`config.mk`:
```
export PLATFORM = sky130hd
export DESIGN_NAME = fnn_layer_sequencer
export DESIGN_NICKNAME = d
export VERILOG_FILES = /design/src/rtl/fnn_layer_sequencer.sv
export SDC_FILE = /design/constraint.sdc
export NUM_CORES = 1
export LEC_CHECK = 0
export CORE_ASPECT_RATIO = 0.75
export CORE_MARGIN = 4
export CORE_UTILIZATION = 49
export DETAILED_ROUTE_END_ITERATION = 12
export HOLD_SLACK_MARGIN = 0.08
export PLACE_DENSITY = 0.76
export SLEW_MARGIN = 25
export SYNTH_ARGS = -nofsm -noshare
export SYNTH_HDL_FRONTEND = slang
export SYNTH_SLANG_ARGS = --single-unit
```
`constraint.sdc`:
```
create_clock -name clk -period 4 [get_ports clk]
set_clock_uncertainty 0.15 [all_clocks]
set_input_delay 1 -clock clk [delete_from_list [all_inputs] [get_ports clk]]
set_output_delay 1 -clock clk [all_outputs]
set_load 0.01 [all_outputs]
```
`src/rtl/fnn_layer_sequencer.sv`:
```
// fnn_layer_sequencer
//   Sequences one fully-connected layer: bursts the input activation vector
//   from the input RAM to every neuron, collects each neuron's output pulse,
//   then drains the results in neuron order over a valid/ready handshake.
//
// Ports
//   clk, rst            clock, synchronous active-high reset
//   start               begin a layer pass (only honoured in IDLE)
//   in_rd_en/addr/data  input activation RAM read port (1-cycle read latency)
//   neuron_in[_valid]   activation broadcast to the neuron array
//   neuron_out[_valid]  packed neuron results and per-neuron result pulses
//   out_data/valid/ready/last  result drain towards the next layer
//   busy, done, err     status: not idle, end-of-pass pulse, sticky timeout
module fnn_layer_sequencer #(
  parameter int NUM_INPUTS  = 784,
  parameter int NUM_NEURONS = 30,
  parameter int DATA_WIDTH  = 16,
  parameter int TIMEOUT     = 64,
  localparam int AW = $clog2(NUM_INPUTS),
  localparam int NW = $clog2(NUM_NEURONS)
) (
  input  logic                              clk,
  input  logic                              rst,
  input  logic                              start,
  output logic                              in_rd_en,
  output logic [AW-1:0]                     in_rd_addr,
  input  logic [DATA_WIDTH-1:0]             in_rd_data,
  output logic [DATA_WIDTH-1:0]             neuron_in,
  output logic                              neuron_in_valid,
  input  logic [NUM_NEURONS*DATA_WIDTH-1:0] neuron_out,
  input  logic [NUM_NEURONS-1:0]            neuron_out_valid,
  output logic [DATA_WIDTH-1:0]             out_data,
  output logic                              out_valid,
  input  logic                              out_ready,
  output logic                              out_last,
  output logic                              busy,
  output logic                              done,
  output logic                              err
);

  localparam int TW = $clog2(TIMEOUT + 1);

  typedef enum logic [1:0] {S_IDLE, S_FEED, S_WAIT, S_DRAIN} state_t;

  state_t                  state, state_nxt;
  logic [AW-1:0]           addr;
  logic [TW-1:0]           tmo_cnt;
  logic [NW-1:0]           idx;
  logic [NW-1:0]           idx_inc;
  logic [NUM_NEURONS-1:0]  mask;
  logic [NUM_NEURONS-1:0]  mask_nxt;
  logic [DATA_WIDTH-1:0]   cap     [NUM_NEURONS];
  logic [DATA_WIDTH-1:0]   cap_nxt [NUM_NEURONS];
  logic                    vld_p1;
  logic                    cap_en;
  logic                    last_addr;
  logic                    last_idx;
  logic                    tmo_hit;

  assign cap_en    = (state != S_IDLE);
  assign last_addr = (addr == AW'(NUM_INPUTS - 1));
  assign last_idx  = (idx == NW'(NUM_NEURONS - 1));
  assign tmo_hit   = (tmo_cnt == TW'(TIMEOUT - 1));
  assign idx_inc   = idx + NW'(1);

  // Capture view including this cycle's pulses, so a WAIT->DRAIN decision
  // and the first drained word both see a result arriving in the same cycle.
  always_comb begin
    mask_nxt = mask | (cap_en ? neuron_out_valid : '0);
    for (int i = 0; i < NUM_NEURONS; i++) begin
      cap_nxt[i] = (cap_en && neuron_out_valid[i])
                   ? neuron_out[i*DATA_WIDTH +: DATA_WIDTH] : cap[i];
    end
  end

  always_ff @(posedge clk) begin
    if (rst) state <= S_IDLE;
    else     state <= state_nxt;
  end

  always_comb begin
    state_nxt = state;
    case (state)
      S_IDLE:  if (start) state_nxt = S_FEED;
      S_FEED:  if (last_addr) state_nxt = S_WAIT;
      S_WAIT: begin
        if (&mask_nxt)    state_nxt = S_DRAIN;
        else if (tmo_hit) state_nxt = S_IDLE;
      end
      S_DRAIN: if (out_ready && last_idx) state_nxt = S_IDLE;
      default: state_nxt = S_IDLE;
    endcase
  end

  always_ff @(posedge clk) begin
    if (rst) begin
      addr     <= '0;
      vld_p1   <= 1'b0;
      tmo_cnt  <= '0;
      idx      <= '0;
      mask     <= '0;
      err      <= 1'b0;
      done     <= 1'b0;
      out_last <= 1'b0;
      out_data <= '0;
    end else begin
      // Stage p1: broadcast valid trails the read enable by the RAM latency.
      vld_p1 <= (state == S_FEED);
      done   <= 1'b0;
      case (state)
        S_IDLE: begin
          if (start) begin
            addr    <= '0;
            tmo_cnt <= '0;
            idx     <= '0;
            mask    <= '0;
            err     <= 1'b0;
          end
        end
        S_FEED: begin
          addr <= last_addr ? '0 : addr + AW'(1);
          mask <= mask_nxt;
        end
        S_WAIT: begin
          tmo_cnt <= tmo_cnt + TW'(1);
          mask    <= mask_nxt;
          if (&mask_nxt) begin
            idx      <= '0;
            out_data <= cap_nxt[0];
            out_last <= (NUM_NEURONS == 1);
          end else if (tmo_hit) begin
            err  <= 1'b1;
            done <= 1'b1;
          end
        end
        S_DRAIN: begin
          mask <= mask_nxt;
          // Word and last flag only move on a handshake, so they hold
          // steady under backpressure.
          if (out_ready) begin
            if (last_idx) begin
              done     <= 1'b1;
              idx      <= '0;
              out_last <= 1'b0;
              out_data <= '0;
            end else begin
              idx      <= idx_inc;
              out_data <= cap_nxt[idx_inc];
              out_last <= (idx_inc == NW'(NUM_NEURONS - 1));
            end
          end
        end
        default: ;
      endcase
    end
  end

  // Result storage carries no reset; the mask decides what is meaningful.
  always_ff @(posedge clk) begin
    for (int i = 0; i < NUM_NEURONS; i++) cap[i] <= cap_nxt[i];
  end

  assign in_rd_en        = (state == S_FEED);
  assign in_rd_addr      = addr;
  assign neuron_in       = in_rd_data;
  assign neuron_in_valid = vld_p1;
  assign out_valid       = (state == S_DRAIN);
  assign busy            = (state != S_IDLE);

endmodule

```
* After elaboration in Yosys (flattened, before gate mapping)
Memories as Yosys holds them, arrays and structs flattened.
Index checks and enable logic that the tools add are counted.
** Word-level totals
- Bits in writable memories :: 480
- Bits in registers :: 74
- Memories :: 1
- Output and inout bits :: 49
** Memories
- cap :: words 30, bits a word 16, read ports 30, clocked after memory_dff 0, write ports 30, RTL line 52 : logic [DATA_WIDTH-1:0] cap [NUM_NEURONS];
** Operators by class
- Bitwise gates (word level) :: 2
- $add $sub $neg :: 3
- Reductions and logical operators :: 45
- $lt $le $gt $ge :: 1
- Muxes and demuxes :: 69
- Eq/ne operators :: 15
** Operators with widths (count)
- two-way mux 16 bit :: 35
- binary-select mux 16 bit (select 5 bit) :: 1
- two-way mux 30 bit :: 2
- case mux 30 bit (2 select lines) :: 1
- case mux 16 bit (2 select lines) :: 1
- logical AND 1 bit :: 31
- OR 30 bit :: 1
- AND reduction 30 bit :: 1
- two-way mux 10 bit :: 2
- two-way mux 5 bit :: 4
- case mux 10 bit (2 select lines) :: 1
- case mux 5 bit (3 select lines) :: 1
- case mux 7 bit (2 select lines) :: 1
- AND reduction 4 bit :: 3
- adder 10 x 1 -> 10 bit, second input constant :: 1
- == test 10 bit, second input constant :: 1
- == test 5 bit, second input constant :: 2
- two-way mux 1 bit :: 10
- two-way mux 2 bit :: 5
- inequality test 2 bit, second input constant :: 4
- case mux 2 bit (4 select lines) :: 1
- nonzero test 2 bit :: 4
- adder 7 x 1 -> 7 bit, second input constant :: 1
- == test 7 x 6 -> 1 bit, second input constant :: 1
- other kinds (14) :: 20

* Longest topological paths before layout
- Depth in word-level cells :: 9
- Mapped depth :: 16
- Mapped depth without buffers :: 10

* Least setup slack after synthesis
Ideal clock, no wire load.
- Path type :: register to register
- From :: register idx[0]
- To :: register out_data[14]
- Buffers on the path :: 6
- Required time :: 3.764 ns
- Arrival time :: 3.429 ns
- Stages on the path, launching flop included :: 16
- Setup slack :: 0.336 ns
- Setup time :: 0.086 ns
- Cell sequence :: dfxtp_1 -> buf_2 -> buf_1 -> inv_1 -> clkbuf_1 -> ha_1 -> buf_2 -> or2_2 -> clkbuf_1 -> nor2_1 -> buf_2 -> a22oi_1 -> nand3_1 -> o21ai_0 -> o221a_2 -> a211oi_1
** Between the ends
- Longest elaborated chain between the ends :: 8
** Ends and longest elaborated chain
- from (decl) :: RTL line 48 : logic [NW-1:0] idx;
- from (signal assigned) :: RTL line 147 : idx <= idx_inc;
- adder 5 x 1 -> 5 bit :: RTL line 64 : assign idx_inc = idx + NW'(1);
- inverter 5 -> 6 bit (implied by the code) :: RTL line 148 : out_data <= cap_nxt[idx_inc];
- binary-select mux 16 bit (select 5 bit) :: RTL line 148
- two-way mux 16 bit (implied by the code) (2 in series) :: RTL line 148
- two-way mux 16 bit (*) :: RTL line 141 : if (last_idx) begin
- two-way mux 16 bit (*) :: RTL line 140 : if (out_ready) begin
- case mux 16 bit (2 select lines) (*) :: RTL line 110 : case (state)
- to (signal assigned) :: RTL line 129 : out_data <= cap_nxt[0];
- to (signal assigned) :: RTL line 148
- to (decl) :: RTL line 32 : output logic [DATA_WIDTH-1:0] out_data,
Mark *: on every way between the ends. The rest lies on a longest branch, timed or not. The select of a mux whose other input is x is not followed.
A chain may end at the register's enable or synchronous reset.

* Worst setup path in the final report
- From :: register idx[1]
- To :: register out_data[11]
Same word-level chain as after synthesis.

==> results.md <==
- CP arrival: 4.16 ns
- Drt pass-1 iters: 6
- Post-Syn Area: 22200 µm²
- Antenna Violating Nets Remaining: 0
- Yosys reg bits: 554
- Clock transition at path regs: 0.06 ns
- Power Dens Cells: 735 nW/µm²
- Worst Hold End: cap[0][253]
- CP Max Fanout: 14
- R2R cell count: 8
- Hpwl dp: 67100 µm
- Iteration-0 DRC Markers: 1690
- HP Start: cap[0][253]
- Cell Int Power: 15.5 mW
- Initial antenna violation count: 17
- Crit path kind: reg -> reg
- Share of layout cells above drive strength 1: 28.2%
- Vias in the first global route: 18600
- Post-Synth XOR/XNOR Area: 0.632%
- Post-route cell area: 30600 µm²
- GRT Resource Usage Total: 34.3%
- Die area: 48800 µm²
- Post-Syn Area per Cell: 11.3 µm²
- Seq pwr share: 39.8%
- GRT overflow: 0
- Most common cell after layout, fill and taps aside: dfxtp_1
- CP bufs+invs: 0
- RePlAce Congestion: 0.928
- Combinational family with the most area after synthesis: multiplexers
- Root Driver: clkbuf_16
- Via/cell ratio: 5.86
- Nets: 3040
- Vias: 18400
- Max-slew headroom: 27.7%
- CTS tree: built
- NetSw: 6.96 mW
- Clock buffer count from CTS: 53
- I/O pin total: 579
- Worst Path Required: 4.34 ns
- Area grow syn2layout: 38.0%
- Compound-cell area share of the yosys netlist: 8.72%
- Post-synth EDFFs: 0
- Final wirelength: 87100 µm
- CP most frequent cell: a211oi_1
- Post-Place Cell Area: 28800 µm²
- RSZ-0062 raised after global routing: no
- Sequential share of the synthesized area: 50.0%
- Post-synth cell types: 57
- Post-Route Utilization: 68.5%
- Crit-path cells: ha_1 > xnor2_4 > nor2_2 > a221oi_1 > a31o_2 > and4b_1 > a211oi_1 > a211oi_1
- Min cycle time layout: 3.82 ns
- TritonCTS Sinks: 554
- Dpl cells: 3032
- Clock tree buffer depth: 3
- CTS Hold Bufs: 0
- Drt drc: 0
- Max stage delay on crit path: 0.91 ns
- Critical Path End Type: register
- Largest delay share family, worst path: simple AND/OR/NAND/NOR gates
- Top_reg_cell synth: dfxtp_1
- Total power: 22.5 mW
- WHS Path Cells: 1
- Mux contribution to synthesized area: 28.3%
- Most frequent cells in the layout: dfxtp_1 (553), clkdlybuf4s50_1 (546), mux2_2 (453)
- Initial Utilization: 49.6%
- Final hold viol count: 0
- R2R setup slack: 0.18 ns
- R2R Path Start: idx[1]
- Pins Over Slew Limit: 0
- Worst reg2reg endpoint: out_data[11]
- Adder-cell share of the synthesized area: 0.508%
- Power share of the clock group: 22.4%
- Critical path's slowest cell: nor2_2
- H-tree depth: 2
- Total of max-cap violations: 0
- Synth async-reset ratio: 0%
- Fin cells: 3140
- Setup violations, final: 0
- Pleak: 11.5 nW
- Comb power frac: 37.9%
- Peak supply drop: 0.362 mV
- Sw Ratio: 30.9%
- Row cnt: 67
- Worst Hold Class: reg -> reg
- Status: completed
- Routed WL per cell: 27.7 µm
- Post-Syn Nets: 2500
- Core area: 44700 µm²
- Startpoint types: register
- I/O Buffers: 546
- First-pass GRT wire length: 123000 µm
- Synth warn: 0
- Fmax: 262 MHz
- Gate Count Post-Synth: 1961
- Synth Area in Simple Gates: 8.19%
- Final worst-path cycle share: 95.5%
- Die Ht: 192 µm
- Die Width: 254 µm
- Worst-Margin Slew: 1.08 ns
- Largest net degree at the start of global routing: 69
- Clk_lat worst skew: 0.59 ns
==> worst register-to-register path: cells and delay by family (launching register included) <==
kind,cells,cell delay (ns)
fa+ha+maj,1,0.52
compound gates,4,1.01
flops,1,0.42
xor+xnor,1,0.28
simple gates,2,1.36
==> layout make-up <==
class | instances | area (µm²)
Tap cell | 586 | 733
Timing Repair Buffer | 638 | 6480
Inverter | 19 | 71.3
Sequential cell | 554 | 11100
Clock buffer | 86 | 1660
Clock inverter | 14 | 82.6
Antenna cell | 8 | 20.0
Multi-Input combinational cell | 1235 | 10500
Fill cell | 3284 | 14100
==> how the worst max path moves through the flow <==
stage                              start            to  cells past startpoint  slack (ns)
global placement    neuron_out_valid[21]  out_data[10]                     10       -0.35
global route                    state[0]   out_data[9]                     12        0.13
CTS                             state[0]  out_data[13]                     12        0.07
detailed placement  neuron_out_valid[23]  out_data[13]                     10       -0.35
floorplan                         idx[0]  out_data[14]                     15        0.34
finish                            idx[1]  out_data[11]                      8        0.18
==> timing repair <==
item                                    CTS  global route
pin swaps                                 0             0
setup buffers                             0             0
endpoints found under the setup margin    4             4
gates resized for setup                   1             4
==> power by group through the flow <==
stage	registers (mW)	clock network, mW	logic, mW
4_1_cts	8.96	5.04	8.40
6_report	8.94	5.03	8.51
3_3_place_gp	8.92	0	8.11
5_1_grt	9.19	5.28	9.05
2_1_floorplan	8.82	0	5.43
3_5_place_dp	9.06	0	8.34
==> sequential cells by signal, summed over array words and instances (netlist names) <==
name and flops:
idx 5, mask 30, cap 480, in_rd_addr 10, neuron_in_valid 1, tmo_cnt 7
done 1, out_data 16, state 2, err 1, out_last 1
==> Yosys cell counts, drive strengths merged, types with 4 or more instances <==
library cell / count / share of area (%)
a31oi: 6 / 0.17
a22oi: 65 / 2.2
a31o: 7 / 0.28
mux4: 26 / 2.6
a211oi: 14 / 0.47
nor2b: 31 / 0.87
nor4: 21 / 0.59
mux2: 471 / 24
nand3: 34 / 0.77
a21oi: 31 / 0.70
o21bai: 7 / 0.24
dfxtp: 554 / 50
ha: 9 / 0.51
nand4: 10 / 0.28
nor2: 198 / 3.4
buf: 101 / 2.4
or3: 10 / 0.28
nand2b: 4 / 0.11
o211ai: 13 / 0.44
and4b: 5 / 0.23
a221oi: 19 / 0.75
inv: 18 / 0.30
o221a: 7 / 0.36
mux2i: 38 / 1.7
nand2: 48 / 0.81
and3: 5 / 0.14
xnor2: 6 / 0.24
o21ai: 42 / 0.95
o31ai: 6 / 0.20
nor3: 23 / 0.52
o22ai: 43 / 1.2
xor2: 10 / 0.39
clkbuf: 52 / 0.88
==> kinds of logic (layout without fill, tap and decap cells) <==
family | Yosys count | count (layout)
flops | 554 | 554
buf+inv | 172 | 757
fa+ha+maj | 9 | 9
other cells | 0 | 8
simple gates | 396 | 396
mux | 535 | 535
compound gates | 279 | 279
xor+xnor | 16 | 16
==> routing by layer <==
| layer | part of all wire, % | track usage (%) | vias to the layer above |
|---|---|---|---|
| met4 | 3.3 | 10.5 | 20 |
| met2 | 44 | 53.5 | 970 |
| met5 | 0.16 | 0 | - |
| met3 | 9.9 | 9.61 | 181 |
| met1 | 43 | 46.5 | 9060 |
| li1 | - | - | 8161 |
==> metrics by stage <==
step           worst slack (ns)  TNS, ns  hold slack (ns)
2_1_floorplan             0.336        0            0.278
3_3_place_gp             -0.348    -1.42            0.285
3_5_place_dp             -0.351    -1.56            0.296
4_1_cts                  0.0686        0            0.311
5_1_grt                   0.127        0            0.329
6_report                  0.181        0            0.308
Power figures use the tool's default switching activity.
